===== config.mk =====
export PLATFORM = sky130hd
export DESIGN_NAME = countdown_timer
export DESIGN_NICKNAME = d
export VERILOG_FILES = /design/src/rtl/countdown_timer_pkg.sv /design/src/rtl/countdown_timer.sv
export SDC_FILE = /design/constraint.sdc
export NUM_CORES = 1
export LEC_CHECK = 0
export CORE_MARGIN = 5
export CORE_UTILIZATION = 53
export CTS_CLUSTER_DIAMETER = 30
export DETAILED_ROUTE_END_ITERATION = 10
export PLACE_DENSITY = 0.83
export SLEW_MARGIN = 20
export SYNTH_ARGS = -nofsm -noshare
export SYNTH_HDL_FRONTEND = slang
export SYNTH_SLANG_ARGS = --single-unit

===== constraint.sdc =====
create_clock -name clk -period 3.37 [get_ports clk]
set_input_delay 0.5055 -clock clk [delete_from_list [all_inputs] [get_ports clk]]
set_output_delay 0.5055 -clock clk [all_outputs]
set_load 0.01 [all_outputs]

===== src/rtl/countdown_timer_pkg.sv =====
// Shared types and constants for the loadable countdown timer.
// Imported by the timer and by any control FSM that consumes its tick.
package countdown_timer_pkg;

    localparam int DEFAULT_WIDTH = 8;

    typedef enum logic [1:0] {
        IDLE   = 2'd0,
        RUN    = 2'd1,
        EXPIRE = 2'd2
    } timer_state_e;

endpackage


===== src/rtl/countdown_timer.sv =====
// Loadable down-counter with valid/ready load, pause, cancel and optional auto-reload.
// Every output is decoded from registered state, so inputs never reach outputs combinationally.
module countdown_timer
    import countdown_timer_pkg::*;
#(
    parameter int WIDTH = DEFAULT_WIDTH
) (
    input  logic             clk,
    input  logic             reset,
    input  logic             enable,
    input  logic             load_valid,
    output logic             load_ready,
    input  logic [WIDTH-1:0] load_value,
    input  logic             auto_reload,
    input  logic             cancel,
    output logic [WIDTH-1:0] count_output,
    output logic             busy,
    output logic             expired
);

    timer_state_e     state_q, state_d;
    logic [WIDTH-1:0] count_q, count_d;
    logic [WIDTH-1:0] reload_q, reload_d;

    always_ff @(posedge clk or posedge reset) begin
        if (reset) begin
            state_q  <= IDLE;
            count_q  <= '0;
            reload_q <= '0;
        end else begin
            state_q  <= state_d;
            count_q  <= count_d;
            reload_q <= reload_d;
        end
    end

    always_comb begin
        state_d  = state_q;
        count_d  = count_q;
        reload_d = reload_q;

        case (state_q)
            IDLE: begin
                if (load_valid) begin
                    count_d  = load_value;
                    reload_d = load_value;
                    state_d  = (load_value == '0) ? EXPIRE : RUN;
                end
            end

            RUN: begin
                if (cancel) begin
                    count_d = '0;
                    state_d = IDLE;
                end else if (enable) begin
                    // Treat a zero count like one so the register can never wrap.
                    if (count_q <= WIDTH'(1)) begin
                        count_d = '0;
                        state_d = EXPIRE;
                    end else begin
                        count_d = count_q - WIDTH'(1);
                    end
                end
            end

            EXPIRE: begin
                if (cancel) begin
                    count_d = '0;
                    state_d = IDLE;
                end else if (auto_reload && (reload_q != '0)) begin
                    count_d = reload_q;
                    state_d = RUN;
                end else begin
                    count_d = '0;
                    state_d = IDLE;
                end
            end

            default: begin
                count_d = '0;
                state_d = IDLE;
            end
        endcase
    end

    assign load_ready   = (state_q == IDLE);
    assign busy         = (state_q != IDLE);
    assign expired      = (state_q == EXPIRE);
    assign count_output = count_q;

endmodule

After elaboration in Yosys (flattened, before gate mapping):

Cells that the tools add are included.

* add/sub/neg operators: 1
* $lt $le $gt $ge: 1
* equal/unequal tests: 5
* mux-type cells: 15
* reductions and logical operators: 8

Operators with widths (count)
* $mux 8: 6
* $pmux 8 s3: 1
* $mux 2: 5
* $le 8x1->1 const B: 1
* $logic_not 8->1: 1
* $reduce_bool 8->1: 1
* $sub 8x1->8 const B: 1
* $ne 3x3->1 const B: 2
* $pmux 2 s3: 1
* $reduce_and 2->1: 2
* $reduce_and 3->1: 1
* $eq 2x1->1 const B: 1
* $eq 2x2->1 const B: 1
* $logic_not 2->1: 1
* $mux 1: 2
* $ne 2x2->1 const B: 1
* $reduce_bool 2->1: 1
* $logic_and 1x1->1: 1

* bits in registers: 18
* output and inout port bits: 11
* logic and storage cells: 33

Logic depth before layout (Yosys ltp):

Gate-level depths: netlist (run 1).

* depth in word-level cells: 5
* gate-level depth with buffers: 7
* depth with buffers taken out: 6

Least setup slack after synthesis (run 1):

No wires, ideal clock.

* path kind: register -> register
* start point: reg count_q[0] (netlist: count_output[0])
* end point: reg count_q[4] (netlist: count_output[4])
* setup time: 87 ps
* arrival time: 1726 ps
* data required time: 3283 ps
* slack: 1558 ps
* stages on the path, launching flop included: 8
* path through: dfrtp_1 -> inv_1 -> ha_1 -> or2_0 -> a31o_2 -> buf_6 -> or3_1 -> o211ai_1

* word-level cells in the longest chain between the ends: 5
* elaborated cells on any way between the ends: 6
* classes of those cells: add/sub: 1; order compare: 1; mux: 4

RTL lines
* start, declared: RTL line countdown_timer.sv:22 `logic [WIDTH-1:0] count_q, count_d;`
* start signal, assigned: RTL line countdown_timer.sv:32 `count_q <= count_d;`
* $sub 8x1->8 / $le 8x1->1 (equally long branches): RTL line countdown_timer.sv:61, countdown_timer.sv:57
* $mux 8 *: RTL line countdown_timer.sv:57 `if (count_q <= WIDTH'(1)) begin`
* $mux 8 *: RTL line countdown_timer.sv:55 `end else if (enable) begin`
* $mux 8 *: RTL line countdown_timer.sv:52 `if (cancel) begin`
* $pmux 8 s3 *: RTL line countdown_timer.sv:42 `case (state_q)`

Mark *: on every way between the ends. The rest lies on a longest branch, timed or not. The select of a mux whose other input is x is not followed.
A chain may end at the register's enable or synchronous reset.

Final worst setup path (run 1):

* start point: reg state_q[1]
* end point: out load_ready

* word-level cells in the longest chain between the ends: 1

RTL lines
* start, declared: RTL line countdown_timer.sv:21 `timer_state_e state_q, state_d;`
* start signal, assigned: RTL line countdown_timer.sv:31 `state_q <= state_d;`
* $logic_not 2->1: RTL line countdown_timer.sv:86 `assign load_ready = (state_q == IDLE);`
* end, declared: RTL line countdown_timer.sv:12 `output logic load_ready,`

Every way passes these cells.

==> reports/results.tsv, run 1 <==
stage	metric	value	unit
outcome	outcome	finished, final reports clean	
sta	clock skew	0.0131	ns
cells_and_area	# fillers	164	
yosys	Yosys warnings	0	
cts	clock sink total	18	
cts	number of CTS-inserted buffers	3	
drt	met3 WL post-DR	189	um
drt	vias per std cell	6.34	
cells_and_area	Final Core Density	0.707	
drt	wirelength, routed	2.83	mm
floorplanning	die boundary height	56.5	um
power_and_ir_drop	Overall Power	1190	uW
drt	number of remaining DRC errors	0	
drt	average routed wire per standard cell	17.6	um
power_and_ir_drop	standby leakage power	0.000562	uW
power_and_ir_drop	Worst VDD drop	0.569	mV
yosys	number of unique standard cell types used by synthesis	48	
drt	metal2 WL	1.40	mm
place	Port Buf Inserts	24	
yosys	prevailing post-synth register cell	sky130_fd_sc_hd__dfrtp_1	
sta	max_slew headroom	0.538	
worst_setup_path	startpoint type of the worst setup path	flop	
cts	count of H-tree levels built during CTS	1	
sta	transition time at the pin with the least slew margin	0.692	ns
flow_run	Max-Cap Viols	0	
sta	setup TNS	0	ns
yosys	Seq cells post-synth	18	
drt	uppermost layer routed	met4	
yosys	asr flop ratio synth	1.00	
worst_hold_path	path category of the worst min-delay check	reg2reg	
floorplanning	floorplan core area	2020	sq um
yosys	number of cells produced by synthesis	110	
grt	antenna violations before repair	0	
sta	count of endpoints failing hold in the final timing report	0	
floorplanning	DIE AREA	3200	sq um
worst_setup_path	required time of the critical path	2.86	ns
grt	pin count of the biggest net entering global routing	19	
cells_and_area	final-stage net count	151	
place	GPL Wtd Cong	0.879	
worst_setup_path	startpoint of the most critical setup path	state_q[1]	
cts	clock tree root driver cell	sky130_fd_sc_hd__clkbuf_4	
worst_hold_path	HP Start	reload_q[1]	
sta	final critical-path setup slack	0.983	ns
place	detailed placer's ending HPWL	2.11	mm
floorplanning	initial core utilization	0.567	
sta	RSZ-0062 raised after global routing	no	
yosys	mean instance size in the synthesized netlist	10.4	sq um
place	worst setup slack after placement	1.22	ns
cts	maximum count of clock buffers along a single path	2	
drt	wire length on met1	1.18	mm
worst_setup_path	maximum fanout count along the critical path	16	
sta	final-report max-slew violation count	0	
worst_setup_path	worst setup path class	reg2out	
yosys	total nets after synthesis	126	
grt	number of global-route vias before repair	975	
cts	clock tree from TritonCTS	yes	
floorplanning	I/O pin cnt	25	
floorplanning	Placement Rows	16	
yosys	proportion of synthesized chip area in sequential cells	0.393	
yosys	number of enable-type register cells in the synthesized netlist	0	
grt	all-layer global routing usage	0.187	
cells_and_area	Layout Cell Area excl Fill	1430	sq um
worst_setup_path	Reg2Reg Launch Point	count_output[1]	
drt	Antenna Violating Nets Remaining	0	
sta	Setup-failing EPs final	0	
cts	Setup Buffers After CTS	0	
floorplanning	width of the die	56.5	um
cells_and_area	number of antenna cells inserted	0	
cts	PostCTS Resize Cnt	0	
cts	clock transition at the registers of the reported paths	0.12	ns
cells_and_area	fraction of layout cells with a size suffix above 1	0.164	
cells_and_area	Area Overhead vs Synth	24.5	%
yosys	post-synthesis cell area	1150	sq um
worst_setup_path	endpoint type of the worst setup path	output port	
power_and_ir_drop	Power per Cell Area	834	nW/um^2
sta	post-layout min period	2.39	ns
worst_setup_path	data arrival at the endpoint of the critical path	1.88	ns
cts	insertion delay of the later-clocked pin in the worst-skew pair	0.32	ns
drt	TritonRoute pass-1 iters	4	
place	area post-placement	1390	sq um
drt	initial detailed-routing violation count	28	
grt	gr ovfl total	0	
cts	Post-CTS Hold Buffers	0	
grt	global-route wire length before repair	4.63	mm
drt	routed vias	1020	
sta	upper clock frequency limit	419	MHz
sta	share of the clock period used by the worst path	0.708	
[flip-flops by register name (all words and copies together), names as in the netlist]
register / count
count_output: 8
state_q: 2
reload_q: 8
[per-layer routing]
layer	GRT usage	vias up
li1	-	476
met2	0.307	38
met4	0.102	0
met3	0.0505	7
met1	0.220	499
met5	0	-
[where the power goes]
| group | switching [uW] | internal [uW] | total [uW] |
|---|---|---|---|
| clock network | 76.4 | 66.1 | 143 |
| registers | 141 | 314 | 455 |
| logic | 263 | 331 | 594 |
| total | 480 | 711 | 1190 |
[cells in the final DEF (no fill, tap or decap), drive strengths merged, types with 3 or more instances in the layout]
master / Yosys / layout
nor3: 3 / 3
clkdlybuf4s50: 0 / 24
a22o: 5 / 5
inv: 4 / 4
a21oi: 8 / 8
nor2: 4 / 4
a22oi: 3 / 3
clkbuf: 0 / 4
dfrtp: 18 / 18
mux2: 8 / 8
o21bai: 3 / 3
nand2: 3 / 3
o21ai: 4 / 4
nor2b: 4 / 4
nor4: 5 / 5
[synthesized netlist by cell type (2+ instances only)]
cell type	number	area, sq um
sky130_fd_sc_hd__inv_1	4	15.0
sky130_fd_sc_hd__or3_1	2	12.5
sky130_fd_sc_hd__nor3_1	3	15.0
sky130_fd_sc_hd__a31oi_1	2	12.5
sky130_fd_sc_hd__nor2_1	3	11.3
sky130_fd_sc_hd__nor4_1	4	25.0
sky130_fd_sc_hd__nor2b_1	4	25.0
sky130_fd_sc_hd__nand3_1	2	10.0
sky130_fd_sc_hd__nand3b_1	2	15.0
sky130_fd_sc_hd__dfrtp_1	18	450
sky130_fd_sc_hd__mux2_2	8	90.1
sky130_fd_sc_hd__ha_1	2	25.0
sky130_fd_sc_hd__a21oi_1	7	35.0
sky130_fd_sc_hd__o21ai_0	4	20.0
sky130_fd_sc_hd__nand2_1	3	11.3
sky130_fd_sc_hd__a22o_1	5	43.8
sky130_fd_sc_hd__buf_2	2	10.0
sky130_fd_sc_hd__o21bai_1	3	22.5
sky130_fd_sc_hd__a22oi_1	3	22.5
[layout make-up]
| cell class | count | area (sq um) | area share |
|---|---|---|---|
| Inverter | 4 | 15.0 | 0.0105 |
| Multi-Input combinational cell | 84 | 653 | 0.457 |
| Timing Repair Buffer | 24 | 240 | 0.168 |
| Tap cell | 27 | 33.8 | 0.0236 |
| Clock buffer | 4 | 36.3 | 0.0254 |
| Sequential cell | 18 | 450 | 0.315 |
[kinds of logic after synthesis]
family,count (synthesis),synth area share
xor+xnor,1,0.00763
flops,18,0.393
mux,8,0.0785
simple gates,37,0.228
fa+ha+maj,2,0.0218
buf+inv,8,0.0382
compound gates,36,0.233
[through the flow]
stage / instances / hold WS [ns]
floorplan: 110 / 0.444
global placement: 157 / 0.523
detailed placement: 157 / 0.532
CTS: 161 / 0.556
global route: 161 / 0.573
finish: 161 / 0.549
[path summary, 6_finish.rpt]
check / slack [ns] / end / cells past startpoint
max reg2reg: 1.42 / count_output[6] / 6
min reg2reg: 0.55 / reload_q[1] / 1
max: 0.98 / load_ready / 2
min in group asynchronous: 0.58 / count_output[3] / 2
min: 0.55 / reload_q[1] / 1
max in group asynchronous: 2.34 / count_output[0] / 2
[critical path, cell delays in order, from the launching register on]
cell and delay (ns):
sky130_fd_sc_hd__dfrtp_1 0.59, sky130_fd_sc_hd__nor2_2 0.37, sky130_fd_sc_hd__clkdlybuf4s50_1 0.61
(Power assumes the default switching activity.)
==> run 2, diff against run 1 <==
--- a/config.mk
+++ b/config.mk
@@ -6,10 +6,10 @@
 export NUM_CORES = 1
 export LEC_CHECK = 0
 export CORE_MARGIN = 5
-export CORE_UTILIZATION = 53
+export CORE_UTILIZATION = 45
 export CTS_CLUSTER_DIAMETER = 30
 export DETAILED_ROUTE_END_ITERATION = 10
-export PLACE_DENSITY = 0.83
+export PLACE_DENSITY = 0.75
 export SLEW_MARGIN = 20
 export SYNTH_ARGS = -nofsm -noshare
 export SYNTH_HDL_FRONTEND = slang
==> constraint.sdc (replaced) <==
create_clock -name clk -period 2 [get_ports clk]
set_input_delay 0.3 -clock clk [delete_from_list [all_inputs] [get_ports clk]]
set_output_delay 0.3 -clock clk [all_outputs]
set_load 0.01 [all_outputs]
==> run 2 against run 1 <==
Non-clock buffer count up 6. Setup slack worse by 0.89 ns. Total power up 70%. Sequential share of layout area down 0.70 points. Sequential cell count unchanged. First-iteration DRC count up 11%. Sequential power up 62%. Highest routed layer unchanged. Global-route usage down 1.4 points. Worst hold slack worse by 0.15 ns. Clock skew down 0.010 ns. Die area up 15%. Clock-buffer cell count down 1.
==> reports/results.tsv, run 2 (synthesized netlist as in run 1, its figures left out) <==
stage	metric	value	unit
worst_setup_path	startpoint type of the worst setup path	flop	
sta	max_slew headroom	0.542	
power_and_ir_drop	share of total power in the clock network	0.090	
cts	Post-CTS Hold Buffers	0	
power_and_ir_drop	sequential fraction of design power	0.363	
drt	wirelength, routed	2.81	mm
sta	Setup-failing EPs final	0	
floorplanning	floorplan core area	2450	sq um
cts	clock sink total	18	
grt	number of global-route vias before repair	1044	
cts	number of CTS-inserted buffers	3	
cts	insertion delay of the later-clocked pin in the worst-skew pair	0.29	ns
sta	post-layout min period	1.90	ns
power_and_ir_drop	Internal Power	1230	uW
sta	share of the clock period used by the worst path	0.951	
power_and_ir_drop	switching part of the total power	0.396	
worst_setup_path	register-to-register setup slack	0.12	ns
sta	upper clock frequency limit	526	MHz
drt	number of remaining DRC errors	0	
grt	GRT met3 Usage	0.0383	
floorplanning	initial core utilization	0.467	
cells_and_area	fraction of layout cells with a size suffix above 1	0.201	
sta	transition time at the pin with the least slew margin	0.686	ns
power_and_ir_drop	switching power total	804	uW
power_and_ir_drop	share of total power in combinational logic	0.548	
grt	most utilized layer in the global route result	met2	
worst_setup_path	data arrival at the endpoint of the critical path	1.60	ns
floorplanning	DIE AREA	3660	sq um
place	Port Buf Inserts	24	
grt	gr ovfl total	0	
sta	final-report max-slew violation count	0	
grt	antenna violations before repair	0	
cells_and_area	Final Non-Filler Cells	169	
cells_and_area	most common library cell in the layout ignoring fill and taps	sky130_fd_sc_hd__clkdlybuf4s50_1	
floorplanning	Placement Rows	18	
cts	clock tree from TritonCTS	yes	
floorplanning	I/O pin cnt	25	
grt	all-layer global routing usage	0.174	
grt	routing usage on met2	0.302	
power_and_ir_drop	Worst VDD drop	0.785	mV
power_and_ir_drop	standby leakage power	0.000584	uW
grt	global-route wire length before repair	4.86	mm
drt	TritonRoute pass-1 iters	4	
sta	setup TNS	0	ns
worst_setup_path	crit path max-delay cell type	sky130_fd_sc_hd__clkdlybuf4s50_1	
worst_setup_path	maximum fanout count along the critical path	8	
place	GPL Wtd Cong	0.849	
sta	RSZ-0062 raised after global routing	no	
worst_setup_path	cells along the critical path	buf_4, nor2b_1, clkdlybuf4s50_1	
cells_and_area	area occupied by multi-input gates	653	sq um
drt	Antenna Violating Nets Remaining	0	
cells_and_area	Storage cell area	452	sq um
floorplanning	die boundary height	60.5	um
worst_hold_path	path category of the worst min-delay check	in2async	
worst_setup_path	endpoint type of the worst setup path	output port	
worst_setup_path	required time of the critical path	1.70	ns
worst_setup_path	worst setup path class	reg2out	
outcome	outcome	finished, final reports clean	
grt	met1 demand-to-capacity share in global routing	0.221	
cells_and_area	number of antenna cells inserted	0	
cells_and_area	# fillers	230	
place	detailed placer's ending HPWL	2.19	mm
floorplanning	width of the die	60.5	um
sta	clock skew	0.00268	ns
cells_and_area	highest-count cells in the layout ignoring fill and taps	24 x sky130_fd_sc_hd__clkdlybuf4s50_1, 17 x sky130_fd_sc_hd__dfrtp_1, 8 x sky130_fd_sc_hd__mux2_2, 7 x sky130_fd_sc_hd__a21oi_1, 6 x sky130_fd_sc_hd__buf_4	
cts	clock tree root driver cell	sky130_fd_sc_hd__clkbuf_4	
drt	average routed wire per standard cell	16.6	um
drt	initial detailed-routing violation count	31	
cells_and_area	Area Overhead vs Synth	27.7	%
drt	routed vias	1009	
cells_and_area	final-stage net count	157	
grt	pin count of the biggest net entering global routing	19	
place	Placed Cells	164	
flow_run	Max-Cap Viols	0	
worst_setup_path	largest incremental delay on the critical path	0.55	ns
drt	vias per std cell	5.97	
sta	count of endpoints failing hold in the final timing report	0	
power_and_ir_drop	Power per Cell Area	1380	nW/um^2
cts	count of H-tree levels built during CTS	1	
cts	clock transition at the registers of the reported paths	0.10	ns
cts	maximum count of clock buffers along a single path	2	
==> run 2: cell count changes in the layout (fill, tap and decap cells not counted), sizes merged <==
cell	delta
buf	+6
clkbuf	-1
==> run 2: path summary, 6_finish.rpt <==
check | from | to | depth (start not counted)
setup reg to reg | count_output[1] | count_output[6] | 6
min in group clk | reload_q[6] | reload_q[6] | 1
max in group asynchronous | reset | state_q[0] | 2
hold / removal | reset | reload_q[4] | 2
hold reg to reg | reload_q[6] | reload_q[6] | 1
setup / recovery | state_q[0] | expired | 3
==> run 2: routing by layer <==
metal,share of wire,wire (um)
met2,0.50,1400
met1,0.44,1240
met5,0,0
met4,0.0071,20
met3,0.053,149
==> run 2: what timing repair did <==
item / in CTS / in global routing
endpoints found under the setup margin: 0 / 1
hold endpoints to repair: 0 / 0
setup buffers: 0 / 2
gates resized for setup: 0 / 1
==> run 2: power by group through the flow <==
stage,clock (uW),combinational [uW],sequential [uW]
CTS,187,1080,731
detailed placement,0,1070,738
global placement,0,1060,732
floorplan,0,678,717
global route,200,1210,766
finish,182,1110,736
==> run 2: area by class of cell <==
class	count	share of cell area
multi-input combinational	84	0.446
clock buffer	3	0.0154
timing repair buffer	30	0.195
inverter	4	0.0102
tap	30	0.0256
sequential	18	0.308
==> run 2: critical path: cells and delay by family, from the launching register on <==
| kind | cells | cell delay [ns] |
|---|---|---|
| and+or+nand+nor | 1 | 0.11 |
| DFF | 1 | 0.48 |
| buffers and inverters | 2 | 0.72 |
==> run 2: metrics by stage <==
step / instance area, sq um / setup slack (ns) / power [uW] / utilization / hold WS [ns]
CTS: 1450 / 0.0362 / 2000 / 0.590 / 0.424
finish: 1470 / 0.0974 / 2030 / 0.597 / 0.399
global placement: 1430 / 0.128 / 1790 / 0.581 / 0.528
detailed placement: 1430 / 0.0760 / 1810 / 0.581 / 0.531
floorplan: 1150 / 0.188 / 1400 / - / 0.239
global route: 1470 / 0.00951 / 2180 / 0.597 / 0.464
